--- config.mk ---
export PLATFORM = sky130hd
export DESIGN_NAME = spi_shift_engine
export DESIGN_NICKNAME = d
export VERILOG_FILES = /design/src/rtl/spi_pkg.sv /design/src/rtl/spi_sync_edge.sv /design/src/rtl/spi_shift_engine.sv
export SDC_FILE = /design/constraint.sdc
export NUM_CORES = 1
export LEC_CHECK = 0
export ABC_CLOCK_PERIOD_IN_PS = 4500
export BUFFER_PORTS_ARGS = -buffer_cell sky130_fd_sc_hd__buf_2
export CORE_ASPECT_RATIO = 1.25
export CORE_MARGIN = 1.5
export CORE_UTILIZATION = 25
export DETAILED_ROUTE_END_ITERATION = 7
export GPL_TIMING_DRIVEN = 0
export PLACE_DENSITY = 0.48
export RECOVER_POWER = 25
export SETUP_SLACK_MARGIN = 0.1
export SLEW_MARGIN = 25
export SYNTH_ARGS = -nofsm -noshare
export SYNTH_HDL_FRONTEND = slang
export SYNTH_HIERARCHICAL = 1
export SYNTH_SLANG_ARGS = --single-unit
--- constraint.sdc ---
create_clock -name in_clock -period 4.5 [get_ports in_clock]
set_clock_uncertainty 0.15 [all_clocks]
set_input_delay 0.9 -clock in_clock [delete_from_list [all_inputs] [get_ports in_clock]]
set_output_delay 0.9 -clock in_clock [all_outputs]
set_load 0.02 [all_outputs]
--- src/rtl/spi_pkg.sv ---
`default_nettype none
// ============================================================================
//  Module      : spi_pkg
//  Description : Shared constants for the SPI master data path.
//                State encodings of the shift-engine FSM, SPI mode constant
//                and the default frame width.
//  Revision    : 1.0  initial release
// ============================================================================
package spi_pkg;

    // Frame width used when the instantiating level does not override it.
    localparam int DEFAULT_DATA_WIDTH = 8;

    // CPOL/CPHA pair. The engine only implements mode 0: sample on the
    // rising edge, change on the falling edge, SCLK idles low.
    localparam logic [1:0] SPI_MODE0 = 2'b00;

    // Shift-engine FSM encodings.
    localparam logic [2:0] ST_IDLE    = 3'd0;
    localparam logic [2:0] ST_ARM     = 3'd1;
    localparam logic [2:0] ST_WAIT_CS = 3'd2;
    localparam logic [2:0] ST_SHIFT   = 3'd3;
    localparam logic [2:0] ST_DONE    = 3'd4;

endpackage
`default_nettype wire

--- src/rtl/spi_sync_edge.sv ---
`default_nettype none
// ============================================================================
//  Module      : spi_sync_edge
//  Description : Multi-flop synchroniser for an asynchronous input, plus
//                single-cycle rise/fall strobes derived from the synchronised
//                value and its previous sample.
//  Ports       : clk_i   - sampling clock
//                rst_ni  - asynchronous active-low reset (clears all flops)
//                d_i     - asynchronous input
//                q_o     - synchronised level
//                rise_o  - one-cycle pulse on a 0->1 transition of q_o
//                fall_o  - one-cycle pulse on a 1->0 transition of q_o
//  Revision    : 1.0  initial release
// ============================================================================
module spi_sync_edge #(
    parameter int SYNC_STAGES = 2
) (
    input  logic clk_i,
    input  logic rst_ni,
    input  logic d_i,
    output logic q_o,
    output logic rise_o,
    output logic fall_o
);

    logic [SYNC_STAGES-1:0] sync_q;
    logic                   prev_q;

    always_ff @(posedge clk_i or negedge rst_ni) begin
        if (!rst_ni) begin
            sync_q <= '0;
            prev_q <= 1'b0;
        end else begin
            sync_q <= {sync_q[SYNC_STAGES-2:0], d_i};
            prev_q <= sync_q[SYNC_STAGES-1];
        end
    end

    assign q_o    = sync_q[SYNC_STAGES-1];
    assign rise_o =  q_o & ~prev_q;
    assign fall_o = ~q_o &  prev_q;

endmodule
`default_nettype wire

--- src/rtl/spi_shift_engine.sv ---
`default_nettype none
// ============================================================================
//  Module      : spi_shift_engine
//  Description : SPI master data path (mode 0). Accepts a TX word on a
//                valid/ready handshake, strobes the external SCLK/nCS
//                generator, follows its sclk/ncs to drive mosi and capture
//                miso, and returns the received word with a one-cycle valid.
//  Ports       : in_clock  - system clock (>= 4x sclk rate)
//                nreset    - asynchronous active-low reset
//                tx_data   - word to send, MSB first
//                tx_valid  - tx_data offered
//                tx_ready  - engine idle, accepts tx_data
//                start     - 2-cycle strobe; falling edge starts a frame
//                spi_sclk  - SCLK from the generator (asynchronous)
//                spi_ncs   - nCS from the generator (asynchronous, active low)
//                spi_miso  - serial data in (asynchronous)
//                spi_mosi  - serial data out
//                rx_data   - received word, held until the next good frame
//                rx_valid  - one-cycle pulse when rx_data updates
//                busy      - FSM is not idle
//                frame_err - one-cycle pulse on an aborted / timed-out frame
//  Revision    : 1.0  initial release
// ============================================================================
module spi_shift_engine
    import spi_pkg::*;
#(
    parameter int DATA_WIDTH  = DEFAULT_DATA_WIDTH,
    parameter int SYNC_STAGES = 2,
    parameter int CS_TIMEOUT  = 255
) (
    input  logic                  in_clock,
    input  logic                  nreset,
    input  logic [DATA_WIDTH-1:0] tx_data,
    input  logic                  tx_valid,
    output logic                  tx_ready,
    output logic                  start,
    input  logic                  spi_sclk,
    input  logic                  spi_ncs,
    input  logic                  spi_miso,
    output logic                  spi_mosi,
    output logic [DATA_WIDTH-1:0] rx_data,
    output logic                  rx_valid,
    output logic                  busy,
    output logic                  frame_err
);

    localparam int CNT_W = $clog2(DATA_WIDTH + 1);
    localparam int TO_W  = $clog2(CS_TIMEOUT + 1);

    localparam logic [CNT_W-1:0] BITS_FULL = CNT_W'(DATA_WIDTH);
    // The timeout fires on the cycle the counter would reach CS_TIMEOUT, so
    // frame_err appears exactly CS_TIMEOUT cycles after entering WAIT_CS.
    localparam logic [TO_W-1:0]  TO_LAST   = TO_W'(CS_TIMEOUT - 1);

    // ------------------------------------------------------------------
    // Synchronisers
    // ------------------------------------------------------------------
    logic sclk_s, sclk_rise, sclk_fall;
    logic ncs_s,  ncs_rise,  ncs_fall;

    spi_sync_edge #(.SYNC_STAGES(SYNC_STAGES)) u_sync_sclk (
        .clk_i  (in_clock),
        .rst_ni (nreset),
        .d_i    (spi_sclk),
        .q_o    (sclk_s),
        .rise_o (sclk_rise),
        .fall_o (sclk_fall)
    );

    spi_sync_edge #(.SYNC_STAGES(SYNC_STAGES)) u_sync_ncs (
        .clk_i  (in_clock),
        .rst_ni (nreset),
        .d_i    (spi_ncs),
        .q_o    (ncs_s),
        .rise_o (ncs_rise),
        .fall_o (ncs_fall)
    );

    // miso goes through the same depth as sclk, so the value seen alongside
    // sclk_rise is the line state at the raw rising edge.
    logic [SYNC_STAGES-1:0] miso_sync_q;
    logic                   miso_s;

    always_ff @(posedge in_clock or negedge nreset) begin
        if (!nreset) begin
            miso_sync_q <= '0;
        end else begin
            miso_sync_q <= {miso_sync_q[SYNC_STAGES-2:0], spi_miso};
        end
    end

    assign miso_s = miso_sync_q[SYNC_STAGES-1];

    // ------------------------------------------------------------------
    // State and datapath registers
    // ------------------------------------------------------------------
    logic [2:0]            state_q,     state_d;
    logic [DATA_WIDTH-1:0] shreg_q,     shreg_d;
    logic [DATA_WIDTH-1:0] rxreg_q,     rxreg_d;
    logic [CNT_W-1:0]      bitcnt_q,    bitcnt_d;
    logic [TO_W-1:0]       to_cnt_q,    to_cnt_d;
    logic                  arm_cnt_q,   arm_cnt_d;
    logic                  mosi_q,      mosi_d;
    logic [DATA_WIDTH-1:0] rx_data_q,   rx_data_d;
    logic                  rx_valid_q,  rx_valid_d;
    logic                  frame_err_q, frame_err_d;
    logic                  start_q,     start_d;
    logic                  tx_ready_q,  tx_ready_d;

    always_comb begin
        state_d     = state_q;
        shreg_d     = shreg_q;
        rxreg_d     = rxreg_q;
        bitcnt_d    = bitcnt_q;
        to_cnt_d    = to_cnt_q;
        arm_cnt_d   = arm_cnt_q;
        mosi_d      = mosi_q;
        rx_data_d   = rx_data_q;
        rx_valid_d  = 1'b0;
        frame_err_d = 1'b0;

        case (state_q)
            ST_IDLE: begin
                if (tx_valid && tx_ready_q) begin
                    shreg_d   = tx_data;
                    bitcnt_d  = '0;
                    arm_cnt_d = 1'b0;
                    state_d   = ST_ARM;
                end
            end

            ST_ARM: begin
                // Two cycles in ARM; start follows the state, so its falling
                // edge coincides with WAIT_CS entry.
                if (arm_cnt_q) begin
                    to_cnt_d = '0;
                    state_d  = ST_WAIT_CS;
                end else begin
                    arm_cnt_d = 1'b1;
                end
            end

            ST_WAIT_CS: begin
                if (ncs_fall) begin
                    mosi_d  = shreg_q[DATA_WIDTH-1];
                    state_d = ST_SHIFT;
                end else if (to_cnt_q == TO_LAST) begin
                    frame_err_d = 1'b1;
                    state_d     = ST_IDLE;
                end else begin
                    to_cnt_d = to_cnt_q + TO_W'(1);
                end
            end

            ST_SHIFT: begin
                // Edges beyond the frame length are ignored; bitcnt saturates.
                if (sclk_rise && (bitcnt_q != BITS_FULL)) begin
                    rxreg_d  = {rxreg_q[DATA_WIDTH-2:0], miso_s};
                    bitcnt_d = bitcnt_q + CNT_W'(1);
                end
                // After the last bit has been sampled mosi is left alone.
                if (sclk_fall && (bitcnt_q != BITS_FULL)) begin
                    shreg_d = shreg_q << 1;
                    mosi_d  = shreg_q[DATA_WIDTH-2];
                end
                // Evaluated on the post-capture count so a final sclk_rise in
                // the same cycle as ncs_rise still completes the frame.
                if (ncs_rise) begin
                    if (bitcnt_d == BITS_FULL) begin
                        rx_data_d  = rxreg_d;
                        rx_valid_d = 1'b1;
                        state_d    = ST_DONE;
                    end else begin
                        frame_err_d = 1'b1;
                        state_d     = ST_IDLE;
                    end
                end
            end

            ST_DONE: begin
                state_d = ST_IDLE;
            end

            default: begin
                state_d = ST_IDLE;
            end
        endcase

        start_d    = (state_d == ST_ARM);
        tx_ready_d = (state_d == ST_IDLE);
    end

    always_ff @(posedge in_clock or negedge nreset) begin
        if (!nreset) begin
            state_q     <= ST_IDLE;
            shreg_q     <= '0;
            rxreg_q     <= '0;
            bitcnt_q    <= '0;
            to_cnt_q    <= '0;
            arm_cnt_q   <= 1'b0;
            mosi_q      <= 1'b0;
            rx_data_q   <= '0;
            rx_valid_q  <= 1'b0;
            frame_err_q <= 1'b0;
            start_q     <= 1'b0;
            tx_ready_q  <= 1'b0;
        end else begin
            state_q     <= state_d;
            shreg_q     <= shreg_d;
            rxreg_q     <= rxreg_d;
            bitcnt_q    <= bitcnt_d;
            to_cnt_q    <= to_cnt_d;
            arm_cnt_q   <= arm_cnt_d;
            mosi_q      <= mosi_d;
            rx_data_q   <= rx_data_d;
            rx_valid_q  <= rx_valid_d;
            frame_err_q <= frame_err_d;
            start_q     <= start_d;
            tx_ready_q  <= tx_ready_d;
        end
    end

    // sclk/ncs levels are only needed for edge detection.
    logic unused_levels;
    assign unused_levels = sclk_s ^ ncs_s;

    assign tx_ready  = tx_ready_q;
    assign start     = start_q;
    assign spi_mosi  = mosi_q;
    assign rx_data   = rx_data_q;
    assign rx_valid  = rx_valid_q;
    assign frame_err = frame_err_q;
    assign busy      = (state_q != ST_IDLE);

endmodule
`default_nettype wire
==> reports/metrics.yaml, run 1 <==
setup_slack_ns: 1.96
cts_buffer_depth: 2
synthCells: 207
grt_pass1_vias: 1625
synth_warnings: 6
core-area_um2: 9610
setup_violations: 0
die_w_um: 91.9
final_common_cell: "dfrtp_1"
wl_mm: 4.77
die_h_um: 114
grt_overflow_total: 0
finalHoldViolCount: 0
worstSetupPathType: "reg -> reg"
cts.clk_slew.worst_paths_ns: 0.07
rows: 40
use_met1_pct: 13.2
power_density_nw_per_um2: 526
grt.busiest_layer: "met2"
hpwl_mm: 3.27
worstSkewPairLatency_ns: 0.29
finalNonFillerCells: 368
worst_slew_margin_rel_pct: 44.3
gp_congestion: 0.748
cts_resized: 0
place_ws_ns: 1.93
rsz0062_at_grt: "no"
fin_tns_setup_ns: 0
grt_max_degree: 54
antenna_found_initial: 0
grtUsageMet2_pct: 16.2
fin_crit_sh_pct: 56.5
cap_violations: 0
r2r_cells: 8
ys_seq_area_share_pct: 53.7
setup.worst_path.start_class: "flip-flop"
cp.required_ns: 4.52
drt_first_pass_iters: 4
fmax_mhz: 393
ys_seq_elements: 53
start_util_pct: 25.7
final_cell_mix: "dfrtp_1 (53), buf_2 (28), nand2_1 (18)"
drc: 0
postCtsHoldBufs: 0
area_growth_pct: 18.6
portBuffers: 27
tightest_slew_ns: 0.829
htree_levels: 2
syn_area_um2: 2470
cts_sinks: 53
insertedDiodeCount: 0
cts_buffers: 5
grt_use_total_pct: 10.3
crit_arrival_ns: 2.57
cts-root-buf: "clkbuf_16"
via_count: 1627
hold_path.class: "reg -> reg"
first_iter_violations: 50
die_area_um2: 10500
drv_slew: 0
use_met3_pct: 2.19
critPathCaptureType: "flip-flop"
power_leakage_nw: 1.48
io_pins: 28
tritoncts: "yes"
final_antenna_net_count: 0
drive_gt1_share_pct: 31.4
cp_max_fo: 9
grt_first_pass_wirelength_mm: 8.35
outcome: "finished clean"
synth_cell_types: 41
cts_setup_buffers: 0
via_per_inst: 4.42
min_period_ns: 2.54
ir_worst_vdd_mv: 0.179
place_inst: 360
synth_fp_nets: 225
whs_path_depth: 0
syn_avg_cell_area_um2: 11.9
post_drt_wl_per_cell_um: 13.0
final_net_count: 259
[kinds of logic after synthesis]
group | Yosys count | share of synthesized area [%]
xor gates and xnor gates | 8 | 2.84
and+or+nand+nor | 70 | 16.5
DFF | 53 | 53.7
adders and majority gates | 4 | 2.03
muxes | 33 | 15.8
AOI/OAI and AO/OA | 26 | 6.33
buffers and inverters | 13 | 2.84
[final timing paths]
path | startpoint | slack [ns] | endpoint
max in group asynchronous | nreset | 3.23 | tx_ready$_DFF_PN0_
min reg2reg | u_sync_ncs/sync_q[0]$_DFF_PN0_ | 0.20 | u_sync_ncs/sync_q[1]$_DFF_PN0_
min in group asynchronous | nreset | 0.49 | rxreg_q[4]$_DFFE_PN0N_
min | u_sync_ncs/sync_q[0]$_DFF_PN0_ | 0.20 | u_sync_ncs/sync_q[1]$_DFF_PN0_
max | bitcnt_q[0]$_DFFE_PN0P_ | 1.96 | rx_data[0]$_DFFE_PN0P_
max reg2reg | bitcnt_q[0]$_DFFE_PN0P_ | 1.96 | rx_data[0]$_DFFE_PN0P_
[routing by layer]
metal | vias to the layer above | share of wire, % | wire, µm
li1 | 806 | - | -
met1 | 794 | 47 | 2240
met2 | 19 | 48 | 2290
met3 | 8 | 2.5 | 117
met4 | 0 | 2.4 | 116
met5 | - | 0 | 0
[critical path: stages (launching register included)]
cell and delay (ns):
dfrtp_1 0.43, inv_1 0.10, ha_1 0.22, nand3b_4 0.12, nand2_2 0.22, a31oi_1 0.18, or4_4 0.54, buf_6 0.17
mux2_4 0.30
[synth_stat cells]
library cell	instances	area, µm²
dfrtp_1	53	1330
nand2_1	18	67.6
mux2_2	17	191
nand3_1	11	55.1
o21ai_0	11	55.1
mux2_4	8	120
mux2i_1	8	80.1
nor2_1	7	26.3
xor2_1	7	61.3
inv_1	6	22.5
a21oi_1	4	20.0
ha_1	4	50.1
nand4_1	4	25.0
nor3_1	4	20.0
and2b_2	3	26.3
and3_1	3	18.8
and4_1	3	26.3
nor4_1	3	18.8
o32ai_1	3	26.3
a31oi_1	2	12.5
buf_2	2	10.0
buf_6	2	22.5
clkbuf_1	2	7.51
nor2b_1	2	12.5
nor3b_1	2	15.0
o21ai_1	2	10.0
or2_2	2	12.5
a211oi_1	1	7.51
a21o_1	1	7.51
a32o_1	1	10.0
and2_4	1	8.76
and3b_1	1	8.76
and4b_1	1	10.0
buf_4	1	7.51
nand2_2	1	6.26
nand2_4	1	11.3
nand3b_4	1	20.0
o31ai_1	1	7.51
or3_1	1	6.26
or4_4	1	11.3
xnor2_1	1	8.76
[through the flow]
stage                     hold slack, ns  total power [mW]  cell area, µm²  utilization, %
after detailed placement           0.186              1.15            2770            28.8
after CTS                          0.203              1.57            2920            30.4
after global routing               0.221              1.67            2930            30.5
final                              0.200              1.54            2930            30.5
after floorplan                    0.181              1.02            2470               -
after global placement             0.182              1.15            2760            28.8
[final cells by class]
| class | instances | area (µm²) |
|---|---|---|
| flip-flops and latches | 53 | 1330 |
| plain buffers | 7 | 47.5 |
| clock inverters | 1 | 5.00 |
| well taps | 126 | 158 |
| repair buffers | 27 | 138 |
| fillers | 1041 | 6680 |
| clock buffers | 7 | 153 |
| multi-input cells | 141 | 1080 |
| inverters | 6 | 22.5 |
[sequential cells by signal (all words and copies together) (netlist names)]
| register | flops |
|---|---|
| rxreg_q | 8 |
| rx_data | 8 |
| rx_valid | 1 |
| tx_ready | 1 |
| arm_cnt_q | 1 |
| shreg_q | 8 |
| u_sync_ncs/prev_q | 1 |
| spi_mosi | 1 |
| to_cnt_q | 8 |
| start | 1 |
| frame_err | 1 |
| state_q | 3 |
| u_sync_sclk/prev_q | 1 |
| miso_sync_q | 2 |
| u_sync_ncs/sync_q | 2 |
| bitcnt_q | 4 |
| u_sync_sclk/sync_q | 2 |
[power breakdown]
part | leakage (nW) | switching (mW) | total [mW] | internal (mW)
Combinational | 0.706 | 0.274 | 0.475 | 0.201
Sequential | 0.691 | 0.0769 | 0.660 | 0.583
Clock | 0.0799 | 0.171 | 0.407 | 0.236
No activity file was read; power rests on OpenSTA's default activity.
==> inputs of run 2 (changes only) <==
--- a/config.mk
+++ b/config.mk
@@ -5,14 +5,14 @@
 export SDC_FILE = /design/constraint.sdc
 export NUM_CORES = 1
 export LEC_CHECK = 0
-export ABC_CLOCK_PERIOD_IN_PS = 4500
+export ABC_CLOCK_PERIOD_IN_PS = 2250
 export BUFFER_PORTS_ARGS = -buffer_cell sky130_fd_sc_hd__buf_2
 export CORE_ASPECT_RATIO = 1.25
 export CORE_MARGIN = 1.5
 export CORE_UTILIZATION = 25
 export DETAILED_ROUTE_END_ITERATION = 7
 export GPL_TIMING_DRIVEN = 0
-export PLACE_DENSITY = 0.48
+export PLACE_DENSITY = 0.49
 export RECOVER_POWER = 25
 export SETUP_SLACK_MARGIN = 0.1
 export SLEW_MARGIN = 25
==> constraint.sdc (replaced) <==
create_clock -name in_clock -period 2.25 [get_ports in_clock]
set_clock_uncertainty 0.15 [all_clocks]
set_input_delay 0.45 -clock in_clock [delete_from_list [all_inputs] [get_ports in_clock]]
set_output_delay 0.45 -clock in_clock [all_outputs]
set_load 0.02 [all_outputs]
==> reports/metrics.yaml, run 2 (synthesis gave the netlist of run 1 again) <==
antenna_found_initial: 0
r2r_slack_ns: -0.02
rsz0062_at_grt: "yes"
rows: 40
critPathCaptureType: "flip-flop"
core-area_um2: 9610
crit_family: "simple AND/OR/NAND/NOR gates"
drt_first_pass_iters: 4
critPathBufInv: 3
cp_cell_sequence: "inv_2 -> ha_4 -> inv_2 -> and4_4 -> a31oi_4 -> or4_4 -> buf_12 -> mux2_4"
power_leakage_nw: 1.58
cts-root-buf: "clkbuf_16"
reg2reg_to: "rx_data[0]$_DFFE_PN0P_"
final_cell_mix: "dfrtp_1 (52), buf_2 (28), nand2_1 (17), mux2_2 (17), buf_4 (15)"
grt_use_total_pct: 10.3
cts.clk_slew.worst_paths_ns: 0.06
drv_slew: 0
cp.required_ns: 2.28
via_count: 1734
hpwl_mm: 3.28
worstSetupPathType: "reg -> reg"
worstSkewPairLatency_ns: 0.29
hold_path.class: "in -> reg"
r2r_cells: 8
outcome: "finished, violations left"
setup.worst_path.start_class: "flip-flop"
whs_ns: 0.110
fin_tns_setup_ns: -0.128
finalHoldViolCount: 0
drive_gt1_share_pct: 41.5
critPathCapture: "rx_data[0]$_DFFE_PN0P_"
r2r_start: "bitcnt_q[0]$_DFFE_PN0P_"
place_inst: 360
crit_arrival_ns: 2.30
final_area_um2: 3170
setup_violations: 8
final_antenna_net_count: 0
fill_cells: 1005
crit_path_start: "bitcnt_q[0]$_DFFE_PN0P_"
power_density_nw_per_um2: 1080
violations: "negative setup slack"
portBuffers: 27
cp_max_fo: 8
grt_overflow_total: 0
cts_buffer_depth: 2
crit_cells: 8
postCtsHoldBufs: 0
die_h_um: 114
grt_first_pass_wirelength_mm: 8.45
crit_path_frequent_cell: "inv_2"
setup_slack_ns: -0.0200
worst_path_max_delay_cell: "or4_4"
grt_max_degree: 54
ir_worst_vdd_mv: 0.431
place_ws_ns: -0.126
worst_slew_margin_rel_pct: 11.6
die_w_um: 91.9
insertedDiodeCount: 0
io_pins: 28
first_iter_violations: 58
finalNonFillerCells: 384
die_area_um2: 10500
fmax_mhz: 441
final_net_count: 275
gp_congestion: 0.772
max_stage_delay_ns: 0.54
via_per_inst: 4.52
htree_levels: 2
drc: 0
area_growth_pct: 28.2
tritoncts: "yes"
cts_sinks: 53
tightest_slew_ns: 1.33
fin_crit_sh_pct: 101
wl_mm: 4.99
start_util_pct: 25.7
post_drt_wl_per_cell_um: 13.0
grt_pass1_vias: 1745
final_common_cell: "dfrtp_1"
cts_buffers: 5
min_period_ns: 2.27
cap_violations: 0
place_area_um2: 2800
[run 2: cell types whose count changed in the layout (fill, tap and decap cells not counted), sizes merged]
cell | before | now
clkbuf | 9 | 11
bufinv | 0 | 1
buf | 32 | 46
clkinv | 1 | 0
[run 2: power breakdown]
group          leakage [nW]  internal (mW)  switching [mW]
logic                 0.804          0.574           0.648
registers             0.689           1.17           0.152
clock network        0.0841          0.556           0.337
[run 2: stage by stage]
| step | total power [mW] | util (%) |
|---|---|---|
| final | 3.43 | 33.0 |
| after global routing | 3.66 | 33.0 |
| after CTS | 3.41 | 32.3 |
| after detailed placement | 2.35 | 29.1 |
| after global placement | 2.33 | 29.0 |
| after floorplan | 2.08 | - |
[run 2: layout make-up]
class	instances	area [µm²]	share of cell area [%]
clock buffer	7	143	4.50
tap	126	158	4.98
multi-input combinational	141	1170	36.9
inverter	6	22.5	0.711
clock inverter	1	30.0	0.948
buffer	7	61.3	1.94
timing repair buffer	43	255	8.06
sequential	53	1330	41.9
[run 2: layer usage]
layer,vias to the layer above,global-route usage (%),wire (µm),part of all wire [%]
met5,-,0,0,0
met4,0,4.62,104,2.1
met3,6,2.39,122,2.4
met2,21,17.4,2590,52
met1,865,12.4,2170,43
li1,842,-,-,-
[run 2: how the worst min path moves through the flow]
stage / cells past startpoint / slack (ns) / from / endpoint
after detailed placement: 0 / 0.19 / u_sync_ncs/sync_q[0]$_DFF_PN0_ / u_sync_ncs/sync_q[1]$_DFF_PN0_
after global routing: 1 / 0.10 / spi_miso / miso_sync_q[0]$_DFF_PN0_
after floorplan: 0 / 0.004 / nreset / arm_cnt_q$_DFFE_PN0P_
final: 1 / 0.11 / spi_sclk / u_sync_sclk/sync_q[0]$_DFF_PN0_
after CTS: 1 / 0.08 / nreset / to_cnt_q[3]$_DFFE_PN0P_
after global placement: 0 / 0.18 / miso_sync_q[0]$_DFF_PN0_ / miso_sync_q[1]$_DFF_PN0_
[run 2: worst reg2reg max path, cell delays in order (launching register included)]
cell	delay, ns
dfrtp_1	0.40
inv_2	0.09
ha_4	0.20
inv_2	0.05
and4_4	0.23
a31oi_4	0.04
or4_4	0.54
buf_12	0.17
mux2_4	0.29
[run 2: timing repair]
| action | CTS | global route |
|---|---|---|
| setup endpoints to repair | 19 | 22 |
| buffers inserted | 10 | 6 |
| pin swaps | 4 | 4 |
| resized for setup | 13 | 7 |
